--- config.mk ---
export PLATFORM = sky130hd
export DESIGN_NAME = memory_access_unit
export DESIGN_NICKNAME = d
export VERILOG_FILES = /design/src/rtl/memory_access_unit.sv
export SDC_FILE = /design/constraint.sdc
export NUM_CORES = 1
export LEC_CHECK = 0
export CORE_MARGIN = 2
export CORE_UTILIZATION = 37
export CTS_CLUSTER_SIZE = 16
export DETAILED_ROUTE_END_ITERATION = 10
export HOLD_SLACK_MARGIN = 0.1
export MAX_ROUTING_LAYER = met4
export PLACE_DENSITY_LB_ADDON = 0.05
export SETUP_SLACK_MARGIN = 0.5
export SYNTH_ARGS = -nofsm -noshare
export SYNTH_HDL_FRONTEND = slang
export SYNTH_SLANG_ARGS = --single-unit
--- constraint.sdc ---
create_clock -name clk -period 2.9 [get_ports clk]
set_input_delay 0.58 -clock clk [delete_from_list [all_inputs] [get_ports clk]]
set_output_delay 0.58 -clock clk [all_outputs]
set_load 0.02 [all_outputs]
--- src/rtl/memory_access_unit.sv ---
`default_nettype none
// ============================================================================
//  Module      : memory_access_unit (with fcpu_pkg)
//  Description : Runs stores, loads, I_OUTPUT and input-port loads against a
//                single-port data RAM and the byte-stream ports; loads report
//                their results on the CDB.
//  Revision    : 1.0 - initial release
// ============================================================================

package fcpu_pkg;
    localparam int DATA_W   = 32;
    localparam int RSV_ID_W = 4;
    localparam int INSTR_W  = 6;
    localparam int CDB_W    = RSV_ID_W + DATA_W;

    localparam logic [INSTR_W-1:0] I_LOAD    = 6'h01;
    localparam logic [INSTR_W-1:0] I_LOADB   = 6'h02;
    localparam logic [INSTR_W-1:0] I_STORE   = 6'h03;
    localparam logic [INSTR_W-1:0] I_STOREB  = 6'h04;
    localparam logic [INSTR_W-1:0] I_STORER  = 6'h05;
    localparam logic [INSTR_W-1:0] I_STORET  = 6'h06;
    localparam logic [INSTR_W-1:0] I_STORETB = 6'h07;
    localparam logic [INSTR_W-1:0] I_OUTPUT  = 6'h08;
endpackage

module memory_access_unit
    import fcpu_pkg::*;
#(
    parameter int MEM_ADDR_W = 16
) (
    input  logic                  clk,
    input  logic                  rst,
    input  logic                  i_valid,
    input  logic [INSTR_W-1:0]    i_opcode,
    input  logic [RSV_ID_W-1:0]   i_rsv_id,
    input  logic [DATA_W-1:0]     i_address,
    input  logic [DATA_W-1:0]     i_data,
    output logic                  i_ready,
    output logic                  mem_en,
    output logic                  mem_we,
    output logic [MEM_ADDR_W-1:0] mem_addr,
    output logic [DATA_W-1:0]     mem_wdata,
    input  logic [DATA_W-1:0]     mem_rdata,
    output logic                  out_valid,
    output logic [DATA_W-1:0]     out_data,
    input  logic                  out_ready,
    input  logic                  in_valid,
    input  logic [DATA_W-1:0]     in_data,
    output logic                  in_ready,
    output logic [CDB_W-1:0]      o_cdb,
    output logic                  o_cdb_valid,
    input  logic                  o_cdb_ready
);

    typedef enum logic [2:0] {
        S_IDLE      = 3'd0,
        S_LOAD_WAIT = 3'd1,
        S_IN_WAIT   = 3'd2,
        S_OUT_WAIT  = 3'd3,
        S_RESP      = 3'd4
    } state_t;

    state_t                r_state;
    state_t                w_next;
    logic [DATA_W-1:0]     r_result;
    logic [RSV_ID_W-1:0]   r_rsv_id;
    logic [DATA_W-1:0]     r_out_data;

    logic w_idle;
    logic w_accept;
    logic w_is_store;
    logic w_is_output;
    logic w_is_input;

    // Outputs stay quiet while reset is held, so acceptance is gated by rst too.
    assign w_idle      = (r_state == S_IDLE) && !rst;
    assign w_accept    = i_valid && w_idle;
    assign w_is_store  = (i_opcode == I_STORE)  || (i_opcode == I_STOREB) ||
                         (i_opcode == I_STORER) || (i_opcode == I_STORET) ||
                         (i_opcode == I_STORETB);
    assign w_is_output = (i_opcode == I_OUTPUT);
    assign w_is_input  = !w_is_store && !w_is_output && (&i_address);

    always_comb begin
        w_next      = r_state;
        i_ready     = 1'b0;
        mem_en      = 1'b0;
        mem_we      = 1'b0;
        mem_addr    = '0;
        mem_wdata   = '0;
        out_valid   = 1'b0;
        out_data    = '0;
        in_ready    = 1'b0;
        o_cdb       = '0;
        o_cdb_valid = 1'b0;
        case (r_state)
            S_IDLE: begin
                i_ready = w_idle;
                if (w_accept) begin
                    if (w_is_store) begin
                        mem_en    = 1'b1;
                        mem_we    = 1'b1;
                        mem_addr  = i_address[MEM_ADDR_W-1:0];
                        mem_wdata = i_data;
                    end else if (w_is_output) begin
                        w_next = S_OUT_WAIT;
                    end else if (w_is_input) begin
                        w_next = S_IN_WAIT;
                    end else begin
                        mem_en   = 1'b1;
                        mem_addr = i_address[MEM_ADDR_W-1:0];
                        w_next   = S_LOAD_WAIT;
                    end
                end
            end
            S_LOAD_WAIT: w_next = S_RESP;
            S_IN_WAIT: begin
                in_ready = 1'b1;
                if (in_valid) w_next = S_RESP;
            end
            S_OUT_WAIT: begin
                out_valid = 1'b1;
                out_data  = r_out_data;
                if (out_ready) w_next = S_IDLE;
            end
            S_RESP: begin
                o_cdb_valid = 1'b1;
                o_cdb       = {r_rsv_id, r_result};
                if (o_cdb_ready) w_next = S_IDLE;
            end
            default: w_next = S_IDLE;
        endcase
    end

    always_ff @(posedge clk or posedge rst) begin
        if (rst) begin
            r_state    <= S_IDLE;
            r_result   <= '0;
            r_rsv_id   <= '0;
            r_out_data <= '0;
        end else begin
            r_state <= w_next;
            if (w_accept && !w_is_store) begin
                if (w_is_output) r_out_data <= i_data;
                else             r_rsv_id   <= i_rsv_id;
            end
            if (r_state == S_LOAD_WAIT)           r_result <= mem_rdata;
            if (r_state == S_IN_WAIT && in_valid) r_result <= in_data;
        end
    end

endmodule

`default_nettype wire

==> flow_summary.toml, run 1 <==
[detailed_routing]
ant_nets = 0
drc = 0
wirelength_mm = 16.11
via_per_inst = 5.023
routed-via-count = 4380
routedWlPerCell_um = 18.47
drt-initial-drc-count = 151
firstDrtPassIters = 4

[min_path]
hp-class = "reg -> reg"

[global_route]
grt_pass1_vias = 4540
grt_pass1_wl_mm = 23.48
antenna_found_initial = 0
grt_max_degree = 65
grt_overflow = 0
grt_use_total_pct = 26.59

[setup_path]
cp.arrival_ps = 2160
path_max_fanout = 8
max_stage_delay_ps = 540
crit_slowest_cell = "or4_4"
required_ps = 2320
start_kind = "primary input"
crit_chain = "clkdlybuf4s15_1, or4_4, nor2_4, and3_4, buf_6, clkbuf_16, and2_4, buf_6"
crit_path_frequent_cell = "buf_6"
crit_type = "in -> out"
r2r_slack_ps = 640
crit_path_end_kind = "output pin"

[sta]
final.period_utilization_pct = 94.47
hold_viol = 0
fin_worst_skew_ps = 5.728
rsz0062_at_grt = "true"
min_period_ps = 2740
finalSetupTns_ps = 0
slew_viol_final = 0
tightest_slew_ps = 603.3
max_freq_mhz = 365.0
finalSetupViolCount = 0
setup_slack_ps = 160.5
relSlewSlack_pct = 59.72

[synthesis]
synth_area_um2 = 4109
synth_fp_nets = 553
synth.distinct_cells = 35
ys_warn_count = 0
yosysSeqAreaShare_pct = 43.24
syn_inst = 409
ys_ff_latch = 71
avgSynthCellArea_um2 = 10.05

[cts]
cts-htree-levels = 3
cts-root-buf = "clkbuf_8"
holdBufCountCts = 0
clk_latency_ps = 350
cts_buffers = 9
clkTransAtPathRegs_ps = 80
cts_tree = "built"
clock-sinks = 71
ctsLongestPathBuffers = 2

[layout]
layout.nets = 871
synthToLayoutAreaGrowth_pct = 102.3
final_common_cell = "clkdlybuf4s50_1"
drive_gt1_share_pct = 51.09
fillCellCount = 772
design_area_um2 = 8314
seqCellArea_um2 = 1777
final_cell_mix = "106 x clkdlybuf4s50_1, 102 x buf_6, 71 x dfrtp_1"
diodes = 0
multi_input_area_um2 = 2643

[die]
die_area_um2 = 11960
die_h_um = 109.4
die_width_um = 109.4
start_util_pct = 37.90
core_um2 = 10840
row_count = 38
ios = 266

[pwr]
ir_drop_mv = 0.3186
leakagePower_nw = 4.024
power_mw = 3.689
powerDensity_nw_per_um2 = 443.6

[place]
place.gp.congestion = 0.8185
hpwl_mm = 10.18
place_ws_ps = -546.9
dpl_cell_area_um2 = 7221
port_buffers = 265

[run_status]
status = "completed"

[run]
cap_violations = 0
## worst max-delay path, delay by kind of cell
kind,cells,cell delay [ps]
buffers and inverters,4,580
and+or+nand+nor,4,990
## through the flow
| stage | std cells | hold slack [ps] | utilization (%) |
|---|---|---|---|
| 2_1_floorplan | 409 | 471.1 | - |
| 3_3_place_gp | 814 | 479.5 | 66.61 |
| 3_5_place_dp | 814 | 486.4 | 66.61 |
| 4_1_cts | 862 | 505.0 | 74.78 |
| 5_1_grt | 872 | 516.6 | 76.70 |
| 6_report | 872 | 505.5 | 76.70 |
## logic make-up after synthesis
| family | after synthesis | share of synthesized area [%] |
|---|---|---|
| AOI/OAI and AO/OA | 42 | 5.999 |
| muxes | 69 | 20.49 |
| and+or+nand+nor | 193 | 26.31 |
| buffers and inverters | 34 | 3.959 |
| DFF | 71 | 43.24 |
## final cells by class
class / instances / area share, %
clock buffer: 11 / 1.701
tap: 140 / 2.107
multi-input combinational: 304 / 31.78
sequential: 71 / 21.37
clock inverter: 5 / 1.249
timing repair buffer: 336 / 41.57
inverter: 5 / 0.2257
## cells in the mapped netlist
| cell type | count | area, um^2 |
|---|---|---|
| o311ai_0 | 1 | 8.760 |
| buf_6 | 3 | 33.78 |
| nor4b_4 | 1 | 23.77 |
| clkbuf_1 | 16 | 60.06 |
| o311a_1 | 1 | 10.01 |
| nor4_1 | 2 | 12.51 |
| nand2b_1 | 2 | 12.51 |
| and2_1 | 68 | 425.4 |
| nor3b_1 | 4 | 30.03 |
| mux2i_1 | 32 | 320.3 |
| a21oi_1 | 1 | 5.000 |
| o211ai_1 | 1 | 7.510 |
| a21o_1 | 1 | 7.510 |
| clkbuf_2 | 2 | 10.01 |
| nor2_1 | 19 | 71.32 |
| o22ai_1 | 1 | 6.260 |
| or4_4 | 1 | 11.26 |
| buf_2 | 8 | 40.04 |
| mux2_4 | 28 | 420.4 |
| nor2_4 | 1 | 11.26 |
| o21ai_0 | 32 | 160.2 |
| o21ba_2 | 1 | 10.01 |
| nand3_1 | 1 | 5.000 |
| nand2_1 | 50 | 187.7 |
| mux2_2 | 9 | 101.4 |
| a211oi_2 | 1 | 12.51 |
| nor2b_1 | 1 | 6.260 |
| inv_1 | 5 | 18.77 |
| a221o_1 | 1 | 10.01 |
| and3_1 | 33 | 206.5 |
| o31a_1 | 1 | 8.760 |
| nand4_1 | 8 | 50.05 |
| nand3_4 | 1 | 17.52 |
| dfrtp_1 | 71 | 1777 |
| nor3_2 | 1 | 10.01 |
## report_power, final
part	internal [mW]	switching [mW]
clock	0.597	0.395
combinational	0.790	0.548
sequential	1.23	0.132
## state kept, by name, summed over array words and instances (netlist names)
name,flops
r_result,32
r_out_data,32
r_state,3
r_rsv_id,4
## routing by layer
metal / wire length, um / global-route usage [%] / up-vias
met4: 527 / 8.590 / 0
li1: - / - / 2038
met3: 1176 / 7.113 / 46
met2: 8435 / 47.27 / 186
met5: 0 / - / -
met1: 5971 / 28.79 / 2110
## final timing paths
check | startpoint | end | depth (start not counted)
setup / recovery | rst | mem_wdata[3] | 8
hold / removal | r_out_data[29]$_DFFE_PP0P_ | r_out_data[29]$_DFFE_PP0P_ | 1
setup reg to reg | r_state[0]$_DFFE_PP0P_ | r_out_data[25]$_DFFE_PP0P_ | 9
hold reg to reg | r_out_data[29]$_DFFE_PP0P_ | r_out_data[29]$_DFFE_PP0P_ | 1
max in group asynchronous | rst | r_out_data[28]$_DFFE_PP0P_ | 4
min in group asynchronous | rst | r_state[1]$_DFFE_PP0P_ | 3
## timing repair
action / in CTS / in global routing
setup buffers: 25 / 9
endpoints found under the setup margin: 122 / 121
pin swaps: 49 / 27
resized for setup: 666 / 179
cloned: 7 / 1
(Power assumes the default switching activity.)
==> run 2: changes to the inputs <==
==> constraint.sdc (replaced) <==
create_clock -name clk -period 2.9 [get_ports clk]
set_input_delay 0.58 -clock clk [delete_from_list [all_inputs] [get_ports clk]]
set_output_delay 0.58 -clock clk [all_outputs]
set_load 0.005 [all_outputs]
==> flow_summary.toml, run 2 (synthesis results as in run 1) <==
[run_status]
status = "completed"

[pwr]
powerDensity_nw_per_um2 = 418.8
clock_power_share_pct = 23.7
ir_drop_mv = 0.2855
p_switching_mw = 0.9707
leakagePower_nw = 4.224
power_mw = 3.477
p_sw_share_pct = 27.92
power.internal_mw = 2.506
seqPwrFrac_pct = 39.4
combPwrFrac_pct = 36.9

[global_route]
grt_pass1_wl_mm = 22.87
antenna_found_initial = 0
grt_use_met2_pct = 44.80
grt_use_total_pct = 25.75
grt_pass1_vias = 4479
grtUsageMet3_pct = 4.209
grt_max_degree = 65
gr-max-usage-layer = "met2"
grt_overflow = 0
globalRouteMet1Util_pct = 29.37

[place]
port_buffers = 265
hpwl_mm = 10.32
place.gp.congestion = 0.8382
place_ws_ps = -404.8

[setup_path]
start_kind = "flop"
path_max_fanout = 4
cp.arrival_ps = 2310
required_ps = 2320
crit_path_end_kind = "output pin"
crit_type = "reg -> out"

[cts]
ctsLongestPathBuffers = 2
holdBufCountCts = 0
clkTransAtPathRegs_ps = 80
cts_buffers = 9
cts_tree = "built"
cts-root-buf = "clkbuf_8"
cts-htree-levels = 3
clock-sinks = 71
clk_latency_ps = 350

[die]
start_util_pct = 37.90
ios = 266
core_um2 = 10840
die_area_um2 = 11960
die_width_um = 109.4
die_h_um = 109.4
row_count = 38

[sta]
setup_slack_ps = 11.75
slew_viol_final = 0
max_freq_mhz = 346.2
finalSetupViolCount = 0
min_period_ps = 2888
hold_ws_ps = 443.7
hold_viol = 0
tightest_slew_ps = 700.6
rsz0062_at_grt = "true"
finalSetupTns_ps = 0
relSlewSlack_pct = 53.23
final.period_utilization_pct = 99.59
fin_worst_skew_ps = 11.75

[detailed_routing]
ant_nets = 0
routedWlPerCell_um = 18.22
drt-initial-drc-count = 159
drc = 0
routed-via-count = 4526
firstDrtPassIters = 4
wirelength_mm = 16.51
via_per_inst = 4.996

[layout]
multi_input_area_um2 = 2452
diodes = 0
final_util_pct = 76.57
final_cell_mix = "106 x clkdlybuf4s50_1, 97 x buf_6, 71 x dfrtp_1"
final_common_cell = "clkdlybuf4s50_1"
drive_gt1_share_pct = 44.39
largestRegisters = "r_out_data x32, r_result x32, r_rsv_id x4"
fillCellCount = 787
synthToLayoutAreaGrowth_pct = 102.0
seqCellArea_um2 = 1777
layout.nets = 905

[run]
cap_violations = 0

[min_path]
hp-class = "in -> async"
-- run 2: cell types whose count changed in the layout (fill, tap and decap cells not counted), sizes merged, moves of 3 or more --
cell	delta
clkinvlp	+3
clkdlybuf4s15	+14
dlygate4sd2	+20
dlymetal6s2s	+10
clkbuf	-7
-- run 2: worst paths after layout --
path,start,endpoint,slack (ps),cells past startpoint
min in group clk,r_out_data[24]$_DFFE_PP0P_,r_out_data[24]$_DFFE_PP0P_,500,1
setup / recovery,r_state[1]$_DFFE_PP0P_,mem_addr[2],10,10
max in group asynchronous,rst,r_out_data[15]$_DFFE_PP0P_,1840,4
hold / removal,rst,r_result[11]$_DFFE_PP0P_,440,3
setup reg to reg,r_state[1]$_DFFE_PP0P_,r_out_data[23]$_DFFE_PP0P_,530,9
hold reg to reg,r_out_data[24]$_DFFE_PP0P_,r_out_data[24]$_DFFE_PP0P_,500,1
-- run 2: power by group through the flow --
| stage | Clock [mW] | Sequential [mW] | Combinational, mW |
|---|---|---|---|
| after floorplan | 0 | 1.32 | 0.408 |
| after global placement | 0 | 1.34 | 0.875 |
| after detailed placement | 0 | 1.35 | 0.902 |
| after CTS | 0.841 | 1.35 | 1.05 |
| after global routing | 0.887 | 1.39 | 1.37 |
| final | 0.826 | 1.37 | 1.28 |
-- run 2: timing repair --
item / in CTS / in global routing
setup buffers: 44 / 22
cloned: 8 / 3
pin swaps: 22 / 12
setup endpoints to repair: 122 / 115
gates resized for setup: 458 / 161
-- run 2: per-layer routing --
layer,wire length [um],part of all wire [%]
met5,0,0
met4,402,2.4
met3,1026,6.2
met2,8736,53
met1,6345,38
-- run 2: critical path, stage by stage, from the launching register on --
cell      delay [ps]
dfrtp_1          380
or4_4            520
buf_6            140
a211oi_4         240
buf_4            160
buf_6             90
buf_6            110
buf_6             90
nand2_2           40
nor2_1            80
buf_2            120
-- run 2: layout make-up --
cell class	count	area share [%]
clock inverters	4	0.6482
repair buffers	370	44.15
flip-flops and latches	71	21.40
well taps	140	2.110
clock buffers	12	1.869
inverters	5	0.2713
multi-input cells	304	29.54
-- run 2: metrics by stage --
stage / cell area, um^2 / instances
floorplan: 4156 / 409
global placement: 7093 / 813
detailed placement: 7093 / 813
CTS: 7791 / 881
global route: 8300 / 906
finish: 8300 / 906
